===== config.mk =====
export PLATFORM = sky130hd
export DESIGN_NAME = fetch_queue
export DESIGN_NICKNAME = d
export VERILOG_FILES = /design/src/rtl/fetch_queue.sv
export SDC_FILE = /design/constraint.sdc
export NUM_CORES = 1
export LEC_CHECK = 0
export CAP_MARGIN = 0
export CELL_PAD_IN_SITES_DETAIL_PLACEMENT = 1
export CELL_PAD_IN_SITES_GLOBAL_PLACEMENT = 1
export CORE_MARGIN = 2
export CORE_UTILIZATION = 40
export CTS_CLUSTER_DIAMETER = 100
export DETAILED_ROUTE_END_ITERATION = 12
export PLACE_DENSITY_LB_ADDON = 0.1
export SYNTH_ARGS = -nofsm -noshare
export SYNTH_HDL_FRONTEND = slang
export SYNTH_SLANG_ARGS = --single-unit

===== constraint.sdc =====
create_clock -name Clock -period 7.5 [get_ports Clock]
set_input_delay 1.5 -clock Clock [delete_from_list [all_inputs] [get_ports Clock]]
set_output_delay 1.5 -clock Clock [all_outputs]
set_load 0.01 [all_outputs]

===== src/rtl/fetch_queue.sv =====
// fetch_queue: in-order {PC+4, instruction} queue feeding decode; show-ahead head, 1-cycle push-to-output latency.
// Backpressure: PCWriteEnable drops only when full and decode stalls; FETCH_QUEUE_STATS_EN adds stall/flush/retire counters.
module fetch_queue #(
    parameter int DEPTH = 2,
    parameter int AW    = 1
) (
    input  logic          Clock,
    input  logic          Reset,
    input  logic [31:0]   PC,
    input  logic [31:0]   Instruction,
    input  logic          FetchValid,
    input  logic          DecodeReady,
    input  logic          Flush,
    output logic [31:0]   InstructionOut,
    output logic [31:0]   PCPlus4Out,
    output logic          OutValid,
    output logic          PCWriteEnable,
    output logic [AW:0]   Count
`ifdef FETCH_QUEUE_STATS_EN
    ,
    output logic [31:0]   StallCycles,
    output logic [31:0]   FlushedEntries,
    output logic [31:0]   RetiredCount
`endif
);

    logic [31:0]   instr_mem [DEPTH];
    logic [31:0]   pc4_mem   [DEPTH];
    logic [AW-1:0] rd_ptr;
    logic [AW-1:0] wr_ptr;
    logic [AW:0]   count;
    logic          full;
    logic          empty;
    logic          push;
    logic          pop;

    assign full  = (count == (AW+1)'(DEPTH));
    assign empty = (count == '0);
    assign pop   = OutValid & DecodeReady & ~Flush;
    assign push  = FetchValid & ~Flush & (~full | pop);

    always_ff @(posedge Clock or posedge Reset) begin
        if (Reset) begin
            rd_ptr <= '0;
            wr_ptr <= '0;
            count  <= '0;
        end else if (Flush) begin
            rd_ptr <= '0;
            wr_ptr <= '0;
            count  <= '0;
        end else begin
            if (push)
                wr_ptr <= wr_ptr + AW'(1);
            if (pop)
                rd_ptr <= rd_ptr + AW'(1);
            if (push && !pop)
                count <= count + (AW+1)'(1);
            else if (pop && !push)
                count <= count - (AW+1)'(1);
        end
    end

    // Storage needs no reset: an entry is only visible once count covers it.
    always_ff @(posedge Clock) begin
        if (push) begin
            instr_mem[wr_ptr] <= Instruction;
            pc4_mem[wr_ptr]   <= PC + 32'd4;
        end
    end

    assign OutValid       = ~empty;
    assign InstructionOut = empty ? 32'h0 : instr_mem[rd_ptr];
    assign PCPlus4Out     = empty ? 32'h0 : pc4_mem[rd_ptr];
    assign PCWriteEnable  = Flush | ~full | (OutValid & DecodeReady);
    assign Count          = count;

`ifdef FETCH_QUEUE_STATS_EN
    logic stall_blk;
    assign stall_blk = FetchValid & ~Flush & full & ~pop;

    always_ff @(posedge Clock or posedge Reset) begin
        if (Reset) begin
            StallCycles    <= '0;
            FlushedEntries <= '0;
            RetiredCount   <= '0;
        end else begin
            if (stall_blk)
                StallCycles <= StallCycles + 32'd1;
            if (Flush)
                FlushedEntries <= FlushedEntries + 32'(count);
            if (pop)
                RetiredCount <= RetiredCount + 32'd1;
        end
    end
`endif

endmodule


# Word level (Yosys, flattened, before mapping)
# Memories as Yosys holds them, arrays and structs flattened.
# Cells that the tools add are included.
# totals
register_bits	4
latchBits	0
ramBits	128
mem_bits_ro	0
inputBits	69
out_inout_bits	68
elab_cells	40
mem_count	2
# op_classes
addsub	5
multipliers	0
n_div	0
n_lt_le_gt_ge	0
n_eq_ne	1
shifts	0
muxes	11
bitwise_logic	10
reduce_logical	8
# memory_table
name	words	width	read_ports	rd_ports_with_merged_regs	wr	line	source
instr_mem	2	32	1	0	1	27	logic [31:0] instr_mem [DEPTH];
pc4_mem	2	32	1	0	1	28	logic [31:0] pc4_mem [DEPTH];
# ops
operator	n
$mux W32	2
$add A32 B3 Y32 const B	1
$mux W1	6
$mux W2	3
$and A1 B1 Y1	4
$reduce_bool A2 Y1	2
$not A1 Y1	3
$or A1 B1 Y1	3
$reduce_bool A3 Y1	1
$add A1 B1 Y1 const B	2
$add A2 B1 Y2 const B	1
$eq A2 B2 Y1 const B	1
$logic_and A1 B1 Y1	2
$logic_not A1 Y1	2
$logic_not A2 Y1	1
$sub A2 B1 Y2 const B	1

# Logic depth before layout (Yosys ltp)
# Gate-level depths: netlist of the first run.
# logic_depth
word_depth	11
depth_mapped	5
depth_no_buf	5

# Worst setup path before layout of the first run
# OpenSTA, ideal clock, no wires.
# synth_path
path_kind	in2reg
startpoint	input port DecodeReady
endpoint	memory instr_mem[1][0] (enable)
setup_time_ns	0.579
arrival_time_ns	6.405
required_ns	6.921
path_slack_ns	0.516
cell_stages	3
n_path_buf	0
path_cell_list	nand2b_1 -> o21ai_1 -> nor3b_1
# synth_via
elab_chain_len	6
# synth_rtl
element	line	source
start, declared	12	input logic DecodeReady,
$and A1 B1 Y1 (2 in a row)	39	assign pop = OutValid & DecodeReady & ~Flush;
$or A1 B1 Y1	40	assign push = FetchValid & ~Flush & (~full | pop);
$and A1 B1 Y1	40	
$mux W1	65	if (push) begin
$mux W1 (implied by the code)	66	instr_mem[wr_ptr] <= Instruction;
end, declared	27	
# No other way between the ends.

# Final worst setup path of the first run
# layout_path
startpoint	input port DecodeReady
endpoint	output port PCWriteEnable
# layout_via
elab_chain_len	2
# layout_rtl
element	line	source
$and A1 B1 Y1	74	assign PCWriteEnable = Flush | ~full | (OutValid & DecodeReady);
$or A1 B1 Y1	74	
end, declared	17	output logic PCWriteEnable,
# No other way between the ends.

==> impl_metrics.py, run 1 <==
metrics = {
    "status": {
        "status": "complete, no violations",
    },
    "power_and_ir_drop": {
        "max-vdd-ir-drop_mv": 0.127,
        "p_per_area_nw_per_um2": 231,
        "p_leak_nw": 2.53,
    },
    "route": {
        "antenna_left": 0,
        "drt-initial-drc-count": 153,
        "drc": 0,
        "vias": 3510,
        "post_drt_wl_per_cell_um": 17.1,
        "via_per_inst": 4.94,
        "drt-total-wl_um": 12200,
        "first_pass_iters": 4,
    },
    "placed_design": {
        "io_buffers": 136,
        "place_congestion": 0.736,
        "hpwl_um": 7800,
        "dp_cells": 682,
    },
    "critical_path": {
        "worstPathArrival_ns": 3.00,
        "crit_required_ns": 6.00,
        "critPathKind": "primary input to primary output",
        "critPathLaunchType": "primary input",
        "cp-end-kind": "primary output",
        "crit_fanout": 5,
    },
    "sta": {
        "fin_skew_ns": 0.0124,
        "tns_ns": 0,
        "period_share_pct": 60.0,
        "slew_viol_final": 0,
        "fin_crit_ns": 4.50,
        "tightest_slew_ns": 1.05,
        "timing.fmax_ghz": 0.222,
        "setup_viol": 0,
        "grt_setup_unrepaired": "false",
        "finalHoldViolCount": 0,
        "relSlewSlack_pct": 30.2,
    },
    "clock_tree": {
        "post_cts_buffers": 0,
        "clock_path_buffers": 2,
        "tritoncts": "built",
        "clk_pin_slew_ns": 0.05,
        "hold_buffers": 0,
        "cts.repair.resized": 0,
        "cts_inserted_buffers": 17,
        "cts-htree-levels": 4,
        "clkSinkCount": 132,
        "root_buffer": "clkbuf_16",
        "clkLatencyLatePin_ns": 0.41,
    },
    "finish": {
        "multi_input_area_um2": 1580,
        "seq_area_um2": 3950,
        "syn_to_final_growth_pct": 36.9,
        "n_antenna_cell": 0,
        "drive_gt1_share_pct": 6.40,
        "fillers": 1384,
        "final_nets": 591,
        "fin_cells": 711,
    },
    "logic_synthesis": {
        "synth_compound_area_share_pct": 0.403,
        "synth_top_family_by_area": "multiplexers",
        "synth_xor_xnor_area_share_pct": 4.86,
        "synthAdderAreaFrac_pct": 0.224,
        "syn_avg_cell_area_um2": 14.8,
        "ys_ff_latch": 132,
        "syn_area_um2": 5580,
        "synth.area.mux_share_pct": 11.7,
        "synthSimpleGateAreaFrac_pct": 10.8,
        "syn_inst": 376,
        "synth-seq-area-share_pct": 70.6,
        "ys_warn_count": 0,
        "synth.distinct_cells": 29,
        "syn_nets": 446,
    },
    "grt": {
        "antenna_found_initial": 0,
        "grt_start_max_net_pins": 65,
        "grt_remaining_overflow": 0,
        "first_global_vias": 3759,
        "grt_pass1_wl_um": 19000,
        "track_usage_pct": 17.1,
    },
    "job": {
        "cap_viol_max_count": 0,
    },
    "floorplanning": {
        "die-area_um2": 14900,
        "die_w_um": 122,
        "core_area_um2": 13800,
        "ios": 137,
        "num_rows": 43,
        "die_h_um": 122,
        "start_util_pct": 40.5,
    },
    "min_path": {
        "worstHoldPathType": "flip-flop to flip-flop",
    },
}
## placed cells by master (no fill, tap or decap), types with 3 or more instances in the layout
master / n
nor3_1: 4
buf_4: 5
clkinv_2: 3
clkbuf_16: 17
nand4_1: 7
mux2i_1: 65
xor2_1: 11
edfxtp_1: 128
nor2_1: 72
nand3_1: 12
dfrtp_1: 3
inv_1: 4
clkdlybuf4s50_1: 136
xnor2_1: 20
and2_1: 3
clkinv_1: 6
nand2_1: 10
and3_1: 3
## synthesized netlist by cell type
cell type | n | area share (%)
and3_1 | 3 | 0.34
nand4_2 | 1 | 0.22
and4_1 | 2 | 0.31
nor4_4 | 2 | 0.76
a211oi_1 | 1 | 0.13
o21ai_0 | 1 | 0.090
xnor2_1 | 20 | 3.1
clkbuf_1 | 8 | 0.54
nand3_1 | 12 | 1.1
edfxtp_1 | 128 | 69
a21oi_1 | 1 | 0.090
inv_1 | 4 | 0.27
nor3_1 | 5 | 0.45
nand2b_1 | 2 | 0.22
o21ai_1 | 1 | 0.090
xor2_1 | 11 | 1.7
nand2_1 | 10 | 0.67
ha_1 | 1 | 0.22
nand4_4 | 1 | 0.38
nand4_1 | 7 | 0.78
buf_2 | 5 | 0.45
dfrtp_1 | 4 | 1.8
buf_1 | 2 | 0.13
nor2b_1 | 1 | 0.11
and2_1 | 3 | 0.34
nor2_1 | 73 | 4.9
nor3b_1 | 1 | 0.13
or3_1 | 1 | 0.11
mux2i_1 | 65 | 12
## cells by family after synthesis
kind of cell / Yosys count
flip-flops: 132
AND/OR/NAND/NOR: 124
multiplexers: 65
XOR/XNOR: 31
buffers and inverters: 19
AO/OA/AOI/OAI: 4
adder cells (fa/ha/maj): 1
## routing by layer
| metal | part of all wire (%) | vias up | global-route usage (%) |
|---|---|---|---|
| li1 | - | 1671 | - |
| met1 | 41 | 1747 | 20.5 |
| met2 | 53 | 85 | 29.5 |
| met3 | 4.7 | 7 | 4.40 |
| met4 | 1.0 | 0 | 6.82 |
| met5 | 0 | - | 0 |
## final timing paths
check | slack, ns | cells past startpoint | start | to
hold reg to reg | 0.60 | 2 | wr_ptr | wr_ptr
hold / removal | 0.60 | 2 | wr_ptr | wr_ptr
setup / recovery | 3.00 | 4 | DecodeReady | PCWriteEnable
setup reg to reg | 5.46 | 4 | Count[1] | pc4_mem[0][25]
max in group asynchronous | 6.02 | 2 | Reset | rd_ptr
min in group asynchronous | 1.31 | 2 | Reset | rd_ptr
## registers in the layout, indices dropped and copies added, names as in the netlist
register	flops
Count	2
instr_mem	64
pc4_mem	64
rd_ptr	1
wr_ptr	1
## per-stage QoR
step / util (%) / instance area [um2] / power (mW) / setup slack, ns / hold slack, ns
finish: 55.5 / 7640 / 1.76 / 3.00 / 0.605
global route: 55.5 / 7640 / 1.84 / 2.95 / 0.657
CTS: 55.5 / 7640 / 1.78 / 3.00 / 0.620
detailed placement: 52.0 / 7170 / 1.11 / 3.00 / 0.592
global placement: 52.0 / 7170 / 1.10 / 3.06 / 0.556
floorplan: - / 5580 / 0.978 / 0.516 / 0.519
## worst max-delay path, stage by stage
cell and delay, ns:
clkdlybuf4s50_1 0.51, nand2b_1 0.21, or3_1 0.31, clkdlybuf4s50_1 0.48
## report_power, final
| group | switching, mW | leakage [nW] | internal (mW) |
|---|---|---|---|
| Clock | 0.270 | 0.233 | 0.406 |
| Sequential | 0.0102 | 1.23 | 0.845 |
| Combinational | 0.114 | 1.07 | 0.120 |
## cell type report
type / instances / share of cell area [%]
tap: 180 / 2.95
inverter: 4 / 0.196
multi-input combinational: 225 / 20.7
sequential: 132 / 51.6
timing repair buffer: 141 / 18.3
clock inverter: 10 / 0.589
clock buffer: 19 / 5.66
Power figures use the tool's default switching activity.
==> run 2: changes to the inputs <==
CORE_UTILIZATION = 36   (was 40)
clock period = 3.9 ns   (was 7.5 ns; I/O delays follow)
==> impl_metrics.py, run 2 (same netlist as run 1, synthesis figures left out) <==
metrics = {
    "critical_path": {
        "crit_required_ns": 3.12,
        "critical_path_buf_inv_count": 2,
        "slowest_stage": "dfrtp_4",
        "r2r_slack_ns": 2.02,
        "critPathKind": "flip-flop to primary output",
        "r2r-end": "instr_mem[1][26]",
        "crit_fanout": 36,
        "critPathLaunchType": "flip-flop",
        "rr_startpoint": "Count[1]",
        "worstPathArrival_ns": 2.31,
        "crit_start": "rd_ptr",
        "path_delay_family": "buffers and inverters",
        "cp-end-kind": "primary output",
        "slowest_delay_ns": 0.73,
        "rr_worst_depth": 4,
        "crit_chain": "buf_12 > mux2i_1 > nor2_1 > clkdlybuf4s50_1",
        "crit_cells": 4,
    },
    "floorplanning": {
        "ios": 137,
        "die_w_um": 129,
        "core_area_um2": 15200,
        "die-area_um2": 16500,
        "start_util_pct": 36.7,
        "die_h_um": 129,
        "num_rows": 45,
    },
    "power_and_ir_drop": {
        "p_switching_uw": 797,
        "max-vdd-ir-drop_mv": 0.295,
        "intPower_mw": 2.84,
        "p_seq_share_pct": 45.4,
        "sw_frac_of_total_pct": 21.9,
        "fin_total_pwr_mw": 3.64,
        "power_frac_comb_pct": 12.3,
        "p_clk_share_pct": 42.3,
        "p_leak_nw": 2.61,
        "p_per_area_nw_per_um2": 467,
    },
    "clock_tree": {
        "clock_path_buffers": 2,
        "clkLatencyLatePin_ns": 0.41,
        "tritoncts": "built",
        "cts_inserted_buffers": 17,
        "hold_buffers": 0,
        "post_cts_buffers": 0,
        "root_buffer": "clkbuf_16",
        "cts.repair.resized": 0,
        "clkSinkCount": 132,
        "cts-htree-levels": 4,
        "clk_pin_slew_ns": 0.05,
    },
    "route": {
        "vias": 3489,
        "antenna_left": 0,
        "first_pass_iters": 4,
        "drt-initial-drc-count": 175,
        "drt-total-wl_um": 12200,
        "post_drt_wl_per_cell_um": 16.9,
        "via_per_inst": 4.81,
        "drc": 0,
    },
    "finish": {
        "layout_commonest_cell": "clkdlybuf4s50_1",
        "drive_gt1_share_pct": 8.19,
        "layout_common_cells": "clkdlybuf4s50_1 (136), edfxtp_1 (128), nor2_1 (72)",
        "n_antenna_cell": 0,
        "syn_to_final_growth_pct": 39.6,
        "final_cell_area_um2": 7790,
        "fin_cells": 725,
        "final_nets": 594,
    },
    "placed_design": {
        "place_congestion": 0.801,
        "hpwl_um": 8110,
        "place_area_um2": 7220,
        "dp_cells": 693,
        "io_buffers": 136,
    },
    "grt": {
        "grt_pass1_wl_um": 19500,
        "first_global_vias": 3774,
        "antenna_found_initial": 0,
        "grt_remaining_overflow": 0,
        "grt_start_max_net_pins": 37,
        "track_usage_pct": 15.7,
    },
    "sta": {
        "timing.fmax_ghz": 0.323,
        "slew_viol_final": 0,
        "fin_crit_ns": 3.09,
        "finalHoldViolCount": 0,
        "tightest_slew_ns": 0.864,
        "period_share_pct": 79.3,
        "tns_ns": 0,
        "setup_viol": 0,
        "grt_setup_unrepaired": "false",
        "fin_skew_ns": 0.00556,
        "relSlewSlack_pct": 41.9,
    },
    "status": {
        "status": "complete, no violations",
    },
    "min_path": {
        "worstHoldPathType": "primary input to async pin",
    },
    "job": {
        "cap_viol_max_count": 0,
    },
}
run 2: cell count changes in the layout (fill, tap and decap cells not counted), moves of 2 or more:
cell | previous run | this run
buf_4 | 5 | 7
clkinv_1 | 6 | 4
bufinv_16 | 0 | 3
clkinv_2 | 3 | 8
clkbuf_1 | 2 | 0
run 2: layout make-up:
type                    instances  area [um2]
fillers                      1523        7410
repair buffers                144        1430
clock inverters                15         145
well taps                     188         235
flip-flops and latches        132        3950
inverters                       4        15.0
clock buffers                  17         425
multi-input cells             225        1590
run 2: power by group through the flow:
stage	logic [mW]	registers [mW]	clock network, mW
finish	0.448	1.65	1.54
global route	0.487	1.66	1.64
CTS	0.459	1.65	1.58
detailed placement	0.456	1.68	0
global placement	0.449	1.68	0
floorplan	0.210	1.67	0
run 2: how the worst max path moves through the flow:
stage | to | slack [ns]
after CTS | PCPlus4Out[25] | 0.73
after global routing | PCPlus4Out[16] | 0.65
final | InstructionOut[0] | 0.81
after detailed placement | PCWriteEnable | 0.82
after global placement | PCWriteEnable | 0.87
after floorplan | instr_mem[1][0] | 0.75
run 2: per-stage QoR:
stage	hold slack [ns]	util (%)	setup WS (ns)
after detailed placement	0.633	47.5	0.822
after floorplan	0.546	-	0.746
after global routing	0.580	51.3	0.652
after CTS	0.560	51.3	0.725
final	0.573	51.3	0.807
after global placement	0.609	47.5	0.868
run 2: per-layer routing:
metal | track usage, % | part of all wire [%] | routed length [um] | up-vias
li1 | - | - | - | 1675
met1 | 19.3 | 44 | 5430 | 1707
met2 | 26.2 | 50 | 6070 | 92
met3 | 3.91 | 4.4 | 536 | 15
met4 | 7.03 | 1.8 | 215 | 0
met5 | 0 | 0 | 0 | -
run 2: worst register-to-register path, delay by kind of cell, from the launching register on:
family,cells,cell delay [ns]
flops,1,0.48
buf+inv,1,0.44
simple gates,2,0.40
compound gates,1,0.18
